===== config.mk =====
export PLATFORM = sky130hd
export DESIGN_NAME = mux4_rr_arbiter_flat
export DESIGN_NICKNAME = d
export VERILOG_FILES = /design/src/rtl/mux4_rr_arbiter_pkg.sv /design/src/rtl/mux4_rr_arbiter_if.sv /design/src/rtl/mux4_rr_arbiter_rr_pick4.sv /design/src/rtl/mux4_rr_arbiter.sv /design/src/flat_wrapper.sv
export SDC_FILE = /design/constraint.sdc
export NUM_CORES = 1
export LEC_CHECK = 0
export CORE_UTILIZATION = 54
export CTS_CLUSTER_DIAMETER = 120
export DETAILED_ROUTE_END_ITERATION = 6
export PLACE_DENSITY = 0.83
export SETUP_SLACK_MARGIN = 0.2
export SKIP_LAST_GASP = 1
export SLEW_MARGIN = 20
export SYNTH_ARGS = -nofsm -noshare
export SYNTH_HDL_FRONTEND = slang
export SYNTH_SLANG_ARGS = --single-unit

===== constraint.sdc =====
create_clock -name clk -period 2.6 [get_ports clk]
set_clock_uncertainty 0.2 [all_clocks]
set_input_delay 0.26 -clock clk [delete_from_list [all_inputs] [get_ports clk]]
set_output_delay 0.26 -clock clk [all_outputs]
set_load 0.01 [all_outputs]

===== src/rtl/mux4_rr_arbiter_pkg.sv =====
// Shared constants, FSM state type and helpers for the 4-way round-robin mux arbiter.
package mux4_arb_pkg;

  localparam logic ST_IDLE = 1'b0;
  localparam logic ST_BUSY = 1'b1;

  localparam int NREQ  = 4;
  localparam int SEL_W = 2;

  // Select codes follow the mux Ctrl encoding.
  localparam logic [SEL_W-1:0] SEL_A = 2'b00;
  localparam logic [SEL_W-1:0] SEL_B = 2'b01;
  localparam logic [SEL_W-1:0] SEL_C = 2'b10;
  localparam logic [SEL_W-1:0] SEL_D = 2'b11;

  typedef enum logic {
    S_IDLE = ST_IDLE,
    S_BUSY = ST_BUSY
  } arb_state_e;

  function automatic logic [NREQ-1:0] onehot4(input logic [SEL_W-1:0] idx);
    logic [NREQ-1:0] v;
    v      = '0;
    v[idx] = 1'b1;
    return v;
  endfunction

endpackage


===== src/rtl/mux4_rr_arbiter_if.sv =====
// Requester/resource-facing bundle of the 4-way round-robin mux arbiter.
interface mux4_rr_arbiter_if;
  // Handshake: a requester holds req[i] high until it sees gnt[i]; the resource
  // gets a one-cycle res_start with each grant and answers with a one-cycle res_done.
  logic [mux4_arb_pkg::NREQ-1:0]  req;
  logic                           res_done;
  logic [mux4_arb_pkg::SEL_W-1:0] sel;
  logic [mux4_arb_pkg::NREQ-1:0]  gnt;
  logic                           res_start;
  logic                           busy;
  logic                           timeout;

  modport master (
    input  req, res_done,
    output sel, gnt, res_start, busy, timeout
  );

  modport slave (
    output req, res_done,
    input  sel, gnt, res_start, busy, timeout
  );
endinterface


===== src/rtl/mux4_rr_arbiter_rr_pick4.sv =====
// Combinational circular priority picker: first set request scanning up from ptr.
module rr_pick4
  import mux4_arb_pkg::*;
(
  input  logic [NREQ-1:0]  req_i,
  input  logic [SEL_W-1:0] ptr_i,
  output logic             valid_o,
  output logic [SEL_W-1:0] idx_o
);

  logic [SEL_W-1:0] cand;

  // Scan from the farthest offset down so the nearest hit to ptr wins.
  always_comb begin
    valid_o = |req_i;
    idx_o   = ptr_i;
    cand    = ptr_i;
    for (int i = NREQ - 1; i >= 0; i--) begin
      cand = ptr_i + SEL_W'(i);
      if (req_i[cand]) idx_o = cand;
    end
  end

endmodule


===== src/rtl/mux4_rr_arbiter.sv =====
// Round-robin arbiter/sequencer for a shared 4-input mux: grant, start strobe, hold until done or timeout.
module mux4_rr_arbiter
  import mux4_arb_pkg::*;
#(
  parameter int TIMEOUT = 16,
  parameter int TO_W    = 8
) (
  input  logic             clk,
  input  logic             rst_n,
  mux4_rr_arbiter_if.master bus,
  output logic             dbg_state_o,
  output logic [SEL_W-1:0] dbg_ptr_o
);

  localparam logic [TO_W-1:0] TO_LAST = (TIMEOUT > 0) ? TO_W'(TIMEOUT - 1) : '0;
  localparam logic [TO_W-1:0] CNT_MAX = '1;

  arb_state_e       state_q, state_d;
  logic [NREQ-1:0]  gnt_q, gnt_d;
  logic [SEL_W-1:0] sel_q, sel_d;
  logic [SEL_W-1:0] ptr_q, ptr_d;
  logic [TO_W-1:0]  cnt_q, cnt_d;
  logic             start_q, start_d;
  logic             to_q, to_d;

  logic             pick_valid;
  logic [SEL_W-1:0] pick_idx;

  rr_pick4 u_pick (
    .req_i   (bus.req),
    .ptr_i   (ptr_q),
    .valid_o (pick_valid),
    .idx_o   (pick_idx)
  );

  always_ff @(posedge clk or negedge rst_n) begin
    if (!rst_n) begin
      state_q <= S_IDLE;
      gnt_q   <= '0;
      sel_q   <= SEL_A;
      ptr_q   <= '0;
      cnt_q   <= '0;
      start_q <= 1'b0;
      to_q    <= 1'b0;
    end else begin
      state_q <= state_d;
      gnt_q   <= gnt_d;
      sel_q   <= sel_d;
      ptr_q   <= ptr_d;
      cnt_q   <= cnt_d;
      start_q <= start_d;
      to_q    <= to_d;
    end
  end

  // sel_q doubles as the current winner while BUSY, and is left alone in IDLE.
  always_comb begin
    state_d = state_q;
    gnt_d   = gnt_q;
    sel_d   = sel_q;
    ptr_d   = ptr_q;
    cnt_d   = cnt_q;
    start_d = 1'b0;
    to_d    = 1'b0;
    case (state_q)
      S_IDLE: begin
        if (pick_valid) begin
          state_d = S_BUSY;
          gnt_d   = onehot4(pick_idx);
          sel_d   = pick_idx;
          start_d = 1'b1;
          cnt_d   = '0;
        end
      end
      S_BUSY: begin
        cnt_d = (cnt_q == CNT_MAX) ? cnt_q : cnt_q + 1'b1;
        if (bus.res_done) begin
          state_d = S_IDLE;
          gnt_d   = '0;
          ptr_d   = sel_q + 1'b1;
        end else if (TIMEOUT != 0 && cnt_q == TO_LAST) begin
          state_d = S_IDLE;
          gnt_d   = '0;
          ptr_d   = sel_q + 1'b1;
          to_d    = 1'b1;
        end
      end
      default: state_d = S_IDLE;
    endcase
  end

  assign bus.gnt       = gnt_q;
  assign bus.sel       = sel_q;
  assign bus.res_start = start_q;
  assign bus.timeout   = to_q;
  assign bus.busy      = (state_q == S_BUSY);
  assign dbg_state_o   = state_q;
  assign dbg_ptr_o     = ptr_q;

endmodule


===== src/flat_wrapper.sv =====
// flat-port wrapper written by rule: the top's interface ports become plain ports
module mux4_rr_arbiter_flat import mux4_arb_pkg::*;
#(
  parameter int TIMEOUT = 16,
  parameter int TO_W    = 8
)
  (clk, rst_n, dbg_state_o, dbg_ptr_o, bus_req, bus_res_done, bus_sel, bus_gnt, bus_res_start, bus_busy, bus_timeout);
  mux4_rr_arbiter_if bus_i ();
  input  logic clk;
  input  logic rst_n;
  output logic dbg_state_o;
  output logic [SEL_W-1:0] dbg_ptr_o;
  input wire logic [$bits(bus_i.req)-1:0] bus_req;
  input wire logic [$bits(bus_i.res_done)-1:0] bus_res_done;
  output wire logic [$bits(bus_i.sel)-1:0] bus_sel;
  output wire logic [$bits(bus_i.gnt)-1:0] bus_gnt;
  output wire logic [$bits(bus_i.res_start)-1:0] bus_res_start;
  output wire logic [$bits(bus_i.busy)-1:0] bus_busy;
  output wire logic [$bits(bus_i.timeout)-1:0] bus_timeout;
  assign bus_i.req = bus_req;
  assign bus_i.res_done = bus_res_done;
  assign bus_sel = bus_i.sel;
  assign bus_gnt = bus_i.gnt;
  assign bus_res_start = bus_i.res_start;
  assign bus_busy = bus_i.busy;
  assign bus_timeout = bus_i.timeout;
  mux4_rr_arbiter #(.TIMEOUT(TIMEOUT), .TO_W(TO_W)) u_core (.clk(clk), .rst_n(rst_n), .bus(bus_i), .dbg_state_o(dbg_state_o), .dbg_ptr_o(dbg_ptr_o));
endmodule

; ---- Word-level counts from Yosys, hierarchy flattened
; Index checks and enable logic that the tools add are counted.
[classes]
n_addsub = 5
magnitude_cmp = 6
eq_ne = 5
n_mux = 31
bitwise = 1
n_reduce_logical = 7
[op_table]
columns = cell, count
row1 = $mux 8, 2
row2 = $pmux 8 s2, 1
row3 = $lt 2x3->1 const B, 5
row4 = $mux 1, 12
row5 = $mux 2, 6
row6 = $mux 4, 3
row7 = $add 8x1->8 const B, 1
row8 = $bmux 1 s2, 4
row9 = $eq 8x4->1 const B, 1
row10 = $eq 8x8->1 const B, 1
row11 = $pmux 4 s2, 1
row12 = $reduce_and 2->1, 4
row13 = $add 2x1->2 const B, 2
row14 = $add 2x2->2 const B, 2
row15 = $reduce_or 4->1, 1
row16 = $ne 3x3->1 const B, 1
row17 = $demux 1 s2, 1
row18 = $ge 2x1->1 const B, 1
row19 = $ne 2x1->1 const B, 1
row20 = $ne 2x2->1 const B, 1
row21 = $pmux 1 s2, 1
row22 = $reduce_bool 2->1, 1
row23 = $logic_and 1x1->1, 1
row24 = $not 1->1, 1
[word_totals]
regBits = 19
inputBits = 7
out_inout_bits = 12
word_cells = 62

; ---- Depth between registers and ports, before layout
; Gate-level depths: netlist of run 1.
[depth]
word_depth = 13
ltp_mapped = 6

; ---- Hierarchy
; A second synthesis of run 1 with hierarchy kept.
[unflattened]
cells_unflattened = 112
area_unflattened_um2 = 1059.8
[modules_own_cells]
columns = mod, instances, cells_each, area_each_um2, seq_area_each_um2
row1 = mux4_rr_arbiter, 1, 96, 959.7, 475.5
row2 = rr_pick4, 1, 16, 100.1, 0.0

; ---- Worst setup path after synthesis of run 1
; OpenSTA, ideal clock, no wires.
[synth_timing]
path_kind = reg2reg
start = reg u_core.cnt_q[0]
end = reg u_core.cnt_q[5]
setup_time_ns = 0.077
arrival_ns = 1.483
slack_ns = 0.839
stages_incl_launch_ff = 6
n_path_buf = 0
path_cell_list = dfrtp_1 ha_1 nand4_1 o22ai_2 or4_1 a21oi_1
[synth_via]
elab_chain_cells = 3
elab_cells_between_ends = 6
classes_between = add/sub: 1 / eq/ne: 2 / mux: 2 / reduce/logical: 1
[synth_lines]
columns = element, line
row1 = start: declaration, mux4_rr_arbiter.sv:22  ; logic [TO_W-1:0] cnt_q, cnt_d;
row2 = start signal: assignment, mux4_rr_arbiter.sv:50  ; cnt_q <= cnt_d;
row3 = $add 8x1->8 or $eq 8x8->1 (tied branches), mux4_rr_arbiter.sv:76  ; cnt_d = (cnt_q == CNT_MAX) ? cnt_q : cnt_q + 1'b1;
row4 = $mux 8 or $ne 2x2->1 (tied branches), --
row5 = $pmux 8 s2 or $reduce_and 2->1 (tied branches), --
; Several ways; a longest one is shown, not always the timed one. The select of a mux whose other input is x is not followed.
; A chain may end at the register's enable or synchronous reset.

; ---- Final worst setup path of run 1
[layout_timing]
start = reg u_core.state_q (netlist: u_core.bus.busy)
end = out bus_busy
[layout_lines]
columns = element, line
row1 = start: declaration, mux4_rr_arbiter.sv:18  ; arb_state_e state_q, state_d;
row2 = start signal: assignment, mux4_rr_arbiter.sv:46  ; state_q <= state_d;
row3 = end: declaration, flat_wrapper.sv:18  ; output wire logic [$bits(bus_i.busy)-1:0] bus_busy;
; No word-level cell between the ends.

==> flow_summary.toml, run 1 <==
[run_status]
outcome = "finished, final reports clean"

[timing]
fin_crit_ns = 2.060
max_freq_mhz = 485.4
hold_violations = 0
slew_headroom_pct = 45.59
setup_violations = 0
setup_tns_ns = 0
rsz0062_at_grt = "false"
fin_crit_sh_pct = 79.23
hold_ws_ns = 0.2190
worstMarginPinSlew_ns = 0.8136
setup_ws_ns = 0.5400
finalMaxSlewViolations = 0

[critical_path]
crit_required_ns = 2.14
worstSetupStartpointType = "flop"
crit_path_max_fanout = 16
critPathMaxStageDelay_ns = 0.67
worstPathArrival_ns = 1.60
path_class = "reg -> out"
path_cells = "clkdlybuf4s50_1"
cp-end-kind = "output port"
cpMaxStageDelayCell = "dfrtp_1"
critPathTopFamily = "flip-flops"
critPathBufInv = 1

[grt]
antenna_found_initial = 0
track_usage_pct = 23.52
grt_pass1_vias = 766
grt_pass1_wl_um = 3408
grt_overflow = 0
grt_max_degree = 20

[floorplan]
pin_count = 19
dieArea_um2 = 2030
die_x_um = 45.06
core_um2 = 1727
num_rows = 15
die_h_um = 45.06
initial_core_util_pct = 57.97

[clock_tree]
hold_buffers = 0
cts_buffer_depth = 2
cts.clk_slew.worst_paths_ns = 0.10
cts_setup_buffers = 0
cts_tree = "done"
insertion_delay_ns = 0.30
cts_sinks = 19
cts_buffers = 3
cts_max_level = 1
cts-root-buf = "clkbuf_4"
ctsResizeCount = 0

[routing]
wl_um = 1987
drtAntennaViolNets = 0
drc = 0
drtIter0Drc = 13
viasPerCell = 5.894
vias = 837
first_pass_iters = 4
routedWlPerCell_um = 13.99

[pwr]
seqPwrFrac_pct = 49.5
p_switching_mw = 0.3067
ir_worst_vdd_uv = 450.6
power_frac_comb_pct = 34.1
clkPwrFrac_pct = 16.4
p_leak_nw = 0.5056
powerDensity_nw_per_um2 = 736.2
swShare_pct = 34.22
internal_power_mw = 0.5896

[yosys]
yosysUniqueCellTypes = 40
synth_fa_ha_area_share_pct = 1.250
syn-instance-count = 98
synth_warnings = 0
syn_area_um2 = 1001
synth_compound_area_share_pct = 24.38
synth_mux_area_share_pct = 0
synthXorXnorAreaFrac_pct = 2.625
synth-simple-area-share_pct = 20.63
synth_nets = 106
avgSynthCellArea_um2 = 10.21
ys_seq_area_share_pct = 47.50
synth-seq-cells = 19
synth_top_family_by_area = "compound AO/OA/AOI/OAI gates"

[layout]
final_nets = 126
seq_area_um2 = 475.5
num-fill-cells = 133
syn_to_final_growth_pct = 21.63
diodes = 0
final_cell_mix = "dfrtp_1, clkdlybuf4s50_1, a21oi_1, o21ai_0"
multi_input_area_um2 = 489.2
drive_gt1_share_pct = 9.402
final_common_cell = "dfrtp_1"

[placement]
portBuffers = 18
gp_congestion = 0.8151
dp_hpwl_um = 1461
place_ws_ns = 0.3101

[min_path]
min_path_type = "in -> async"

[run]
drv_cap = 0
-- worst paths after layout --
| path | endpoint | from | slack [ns] | cells past startpoint |
|---|---|---|---|---|
| worst max-delay path | bus_busy | u_core.bus.busy | 0.54 | 1 |
| worst max register to register | u_core.cnt_q[5] | u_core.cnt_q[0] | 0.65 | 5 |
| min in group clk | u_core.bus.gnt[0] | u_core.bus.gnt[0] | 0.31 | 1 |
| max in group asynchronous | u_core.cnt_q[1] | rst_n | 1.48 | 1 |
| worst min-delay path | u_core.dbg_ptr_o[1] | rst_n | 0.22 | 1 |
| worst min register to register | u_core.bus.gnt[0] | u_core.bus.gnt[0] | 0.31 | 1 |
-- sequential cells by signal, summed over array words and instances (netlist names) --
register and count:
u_core.dbg_ptr_o 2, u_core.bus.gnt 4, u_core.cnt_q 8, u_core.bus.res_start 1, u_core.bus.sel 2, u_core.bus.busy 1
u_core.bus.timeout 1
-- through the flow --
stage | power [mW] | std cells | area (um2) | utilization (%)
6_report | 0.8963 | 142 | 1217 | 70.51
3_5_place_dp | 0.7537 | 138 | 1190 | 68.91
5_1_grt | 0.9547 | 142 | 1217 | 70.51
4_1_cts | 0.9018 | 142 | 1217 | 70.51
3_3_place_gp | 0.7456 | 138 | 1190 | 68.91
2_1_floorplan | 0.6071 | 98 | 1001 | -
-- cell type report --
| class | count | area share [%] |
|---|---|---|
| multi-input cells | 73 | 40.18 |
| clock buffers | 3 | 1.850 |
| flip-flops and latches | 19 | 39.05 |
| well taps | 25 | 2.569 |
| repair buffers | 18 | 14.80 |
| inverters | 3 | 1.131 |
| clock inverters | 1 | 0.4111 |
-- cell usage after synthesis (all sizes together) --
master,number,area share [%]
clkbuf,1,0.37
buf,2,1.9
o31ai,2,1.5
or2b,1,0.75
o2bb2ai,2,1.8
and4b,1,1.0
and3,1,0.63
ha,1,1.2
and4,1,0.88
xnor2,1,0.88
o21bai,1,0.75
a21boi,1,0.75
nor4,4,2.5
nand3,5,2.5
a21o,2,1.5
a21oi,11,6.6
or2,1,0.63
o21a,1,0.75
nor3b,1,0.75
o22ai,2,1.9
a22o,3,2.8
nand2b,4,2.8
o21ai,7,3.5
and2,1,0.63
o31a,1,0.88
nand4,5,3.1
xor2,2,1.8
nand2,4,1.5
dfrtp,19,48
or4,2,1.9
nor2,3,1.1
o22a,2,1.8
inv,3,1.4
-- power groups by stage --
stage                     combinational [mW]  sequential [mW]  clock (mW)
after floorplan                        0.156            0.451           0
after global placement                 0.301            0.445           0
after detailed placement               0.307            0.447           0
after CTS                              0.308            0.442       0.152
after global routing                   0.337            0.455       0.163
final                                  0.306            0.443       0.147
-- layer usage --
| layer | wire length, um | track usage [%] |
|---|---|---|
| met2 | 866 | 33.33 |
| met5 | 0 | 0 |
| met4 | 44 | 12.73 |
| met1 | 997 | 35.29 |
| met3 | 78 | 2.800 |
-- cell families (layout without fill, tap and decap cells) --
| kind of cell | Yosys count | in the layout |
|---|---|---|
| compound gates | 35 | 35 |
| simple gates | 34 | 34 |
| flops | 19 | 19 |
| buf+inv | 6 | 25 |
| xor+xnor | 3 | 3 |
| fa+ha+maj | 1 | 1 |
Note: power is estimated with default switching activity, not from simulation.
==> run 2, diff against run 1 <==
--- a/config.mk
+++ b/config.mk
@@ -5,10 +5,10 @@
 export SDC_FILE = /design/constraint.sdc
 export NUM_CORES = 1
 export LEC_CHECK = 0
-export CORE_UTILIZATION = 54
+export CORE_UTILIZATION = 50
 export CTS_CLUSTER_DIAMETER = 120
 export DETAILED_ROUTE_END_ITERATION = 6
-export PLACE_DENSITY = 0.83
+export PLACE_DENSITY = 0.78
 export SETUP_SLACK_MARGIN = 0.2
 export SKIP_LAST_GASP = 1
 export SLEW_MARGIN = 20
==> constraint.sdc (replaced) <==
create_clock -name clk -period 2.1 [get_ports clk]
set_clock_uncertainty 0.2 [all_clocks]
set_input_delay 0.21 -clock clk [delete_from_list [all_inputs] [get_ports clk]]
set_output_delay 0.21 -clock clk [all_outputs]
set_load 0.01 [all_outputs]
==> run 2 against run 1 <==
  * Critical path depth did not move
  * Clock-buffer cell count did not move
  * Combinational power is 43% higher
  * Register-to-register slack worse by 0.35 ns
  * Die area is 7.6% higher
  * Sequential share of layout area shrank 2.9 points
  * Utilization increased by 2.7 points
  * Non-clock buffer count rose by 11
  * Design area is 8.3% higher
  * Global-route usage is 0.42 points higher
  * Sequential power rose by 21%
  * Wire length increased by 11%
  * Critical path type unchanged
  * Critical endpoint is now dbg_ptr_o[1]
  * Highest routed layer unchanged
==> flow_summary.toml, run 2 (synthesis gave the netlist of run 1 again) <==
[run_status]
outcome = "finished, final reports clean"

[timing]
finalMaxSlewViolations = 0
rsz0062_at_grt = "false"
setup_violations = 0
max_freq_mhz = 546.3
fin_crit_ns = 1.831
worstMarginPinSlew_ns = 0.4259
fin_crit_sh_pct = 87.17
hold_ws_ns = 0.01110
setup_tns_ns = 0
setup_ws_ns = 0.2694
hold_violations = 0
slew_headroom_pct = 71.30

[grt]
grt_max_degree = 20
grt_pass1_wl_um = 3663
antenna_found_initial = 0
grt_overflow = 0
grt_pass1_vias = 773
track_usage_pct = 23.95

[critical_path]
critPathBufInv = 1
path_class = "reg -> out"
path_cells = "clkdlybuf4s50_1"
worstSetupStartpointType = "flop"
r2r-start = "u_core.cnt_q[0]"
crit_required_ns = 1.69
critPathTopFamily = "buffers and inverters"
worstPathArrival_ns = 1.42
crit_path_start = "u_core.dbg_ptr_o[1]"
critPathMaxStageDelay_ns = 0.59
cp-end-kind = "output port"
crit_path_max_fanout = 9
cpMaxStageDelayCell = "clkdlybuf4s50_1"

[floorplan]
die_h_um = 46.74
core_um2 = 1802
num_rows = 15
initial_core_util_pct = 55.56
pin_count = 19
dieArea_um2 = 2185
die_x_um = 46.74

[routing]
routedWlPerCell_um = 14.47
wl_um = 2214
first_pass_iters = 4
drtAntennaViolNets = 0
viasPerCell = 5.856
drc = 0
drtIter0Drc = 21
vias = 896

[clock_tree]
cts_buffer_depth = 2
cts_buffers = 3
cts.clk_slew.worst_paths_ns = 0.11
hold_buffers = 0
insertion_delay_ns = 0.31
cts_max_level = 1
cts_tree = "done"
cts-root-buf = "clkbuf_4"
cts_sinks = 19

[layout]
top_register = "u_core.cnt_q"
final_nets = 137
fin_cells = 153
largest_register_ffs = 8
diodes = 0
num-fill-cells = 127
drive_gt1_share_pct = 20.31
final_cell_mix = "clkdlybuf4s50_1, dfrtp_1, buf_4, a21oi_1, o21ai_0"
postLayoutCoreUtil_pct = 73.19
syn_to_final_growth_pct = 31.75

[run]
drv_cap = 0

[placement]
dp_hpwl_um = 1585
gp_congestion = 0.8034
dp.cells = 146
place_ws_ns = 0.04524
portBuffers = 18

[pwr]
powerDensity_nw_per_um2 = 889.5
p_leak_nw = 0.5545
ir_worst_vdd_uv = 545.3

[min_path]
min_path_type = "in -> async"
-- run 2: stage by stage --
stage,cell area [um2],power (mW)
5_1_grt,1319,1.259
3_5_place_dp,1250,0.9509
4_1_cts,1296,1.161
6_report,1319,1.173
3_3_place_gp,1250,0.9374
2_1_floorplan,1001,0.7516
-- run 2: worst reg2reg max path: cells and delay by family, from the launching register on --
| family | cells | cell delay [ns] |
|---|---|---|
| AOI/OAI and AO/OA | 2 | 0.30 |
| and+or+nand+nor | 2 | 0.62 |
| DFF | 1 | 0.41 |
| adders and majority gates | 1 | 0.21 |
-- run 2: power breakdown --
group | internal [mW] | switching (mW)
clock network | 0.0728 | 0.124
registers | 0.445 | 0.0927
logic | 0.245 | 0.193
total | 0.763 | 0.410
-- run 2: what timing repair did --
| action | in CTS | in global routing |
|---|---|---|
| setup buffers | 2 | 1 |
| setup endpoints to repair | 3 | 4 |
| pin swaps | 0 | 0 |
| resized for setup | 1 | 3 |
-- run 2: per-layer routing --
layer | global-route usage, % | wire (um)
met5 | 0 | 0
met4 | 6.857 | 22
met3 | 3.462 | 111
met2 | 35.00 | 1002
met1 | 37.16 | 1077
-- run 2: path summary, 6_finish.rpt --
kind / slack, ns / cells after the start / to
hold / removal: 0.01 / 2 / u_core.cnt_q[4]
min in group clk: 0.32 / 1 / u_core.bus.gnt[2]
setup / recovery: 0.27 / 1 / dbg_ptr_o[1]
hold reg to reg: 0.32 / 1 / u_core.bus.gnt[2]
max in group asynchronous: 1.47 / 2 / u_core.bus.busy
setup reg to reg: 0.30 / 5 / u_core.cnt_q[5]
-- run 2: final cells by class --
cell class                      instances  area (um2)  area share (%)
Sequential cell                        19       476.7           36.15
Multi-Input combinational cell         73       504.2           38.24
Tap cell                               25       31.28           2.372
Clock buffer                            3       22.52           1.708
Inverter                                3       13.76           1.044
Timing Repair Buffer                   29       262.8           19.92
Clock inverter                          1       7.507          0.5693
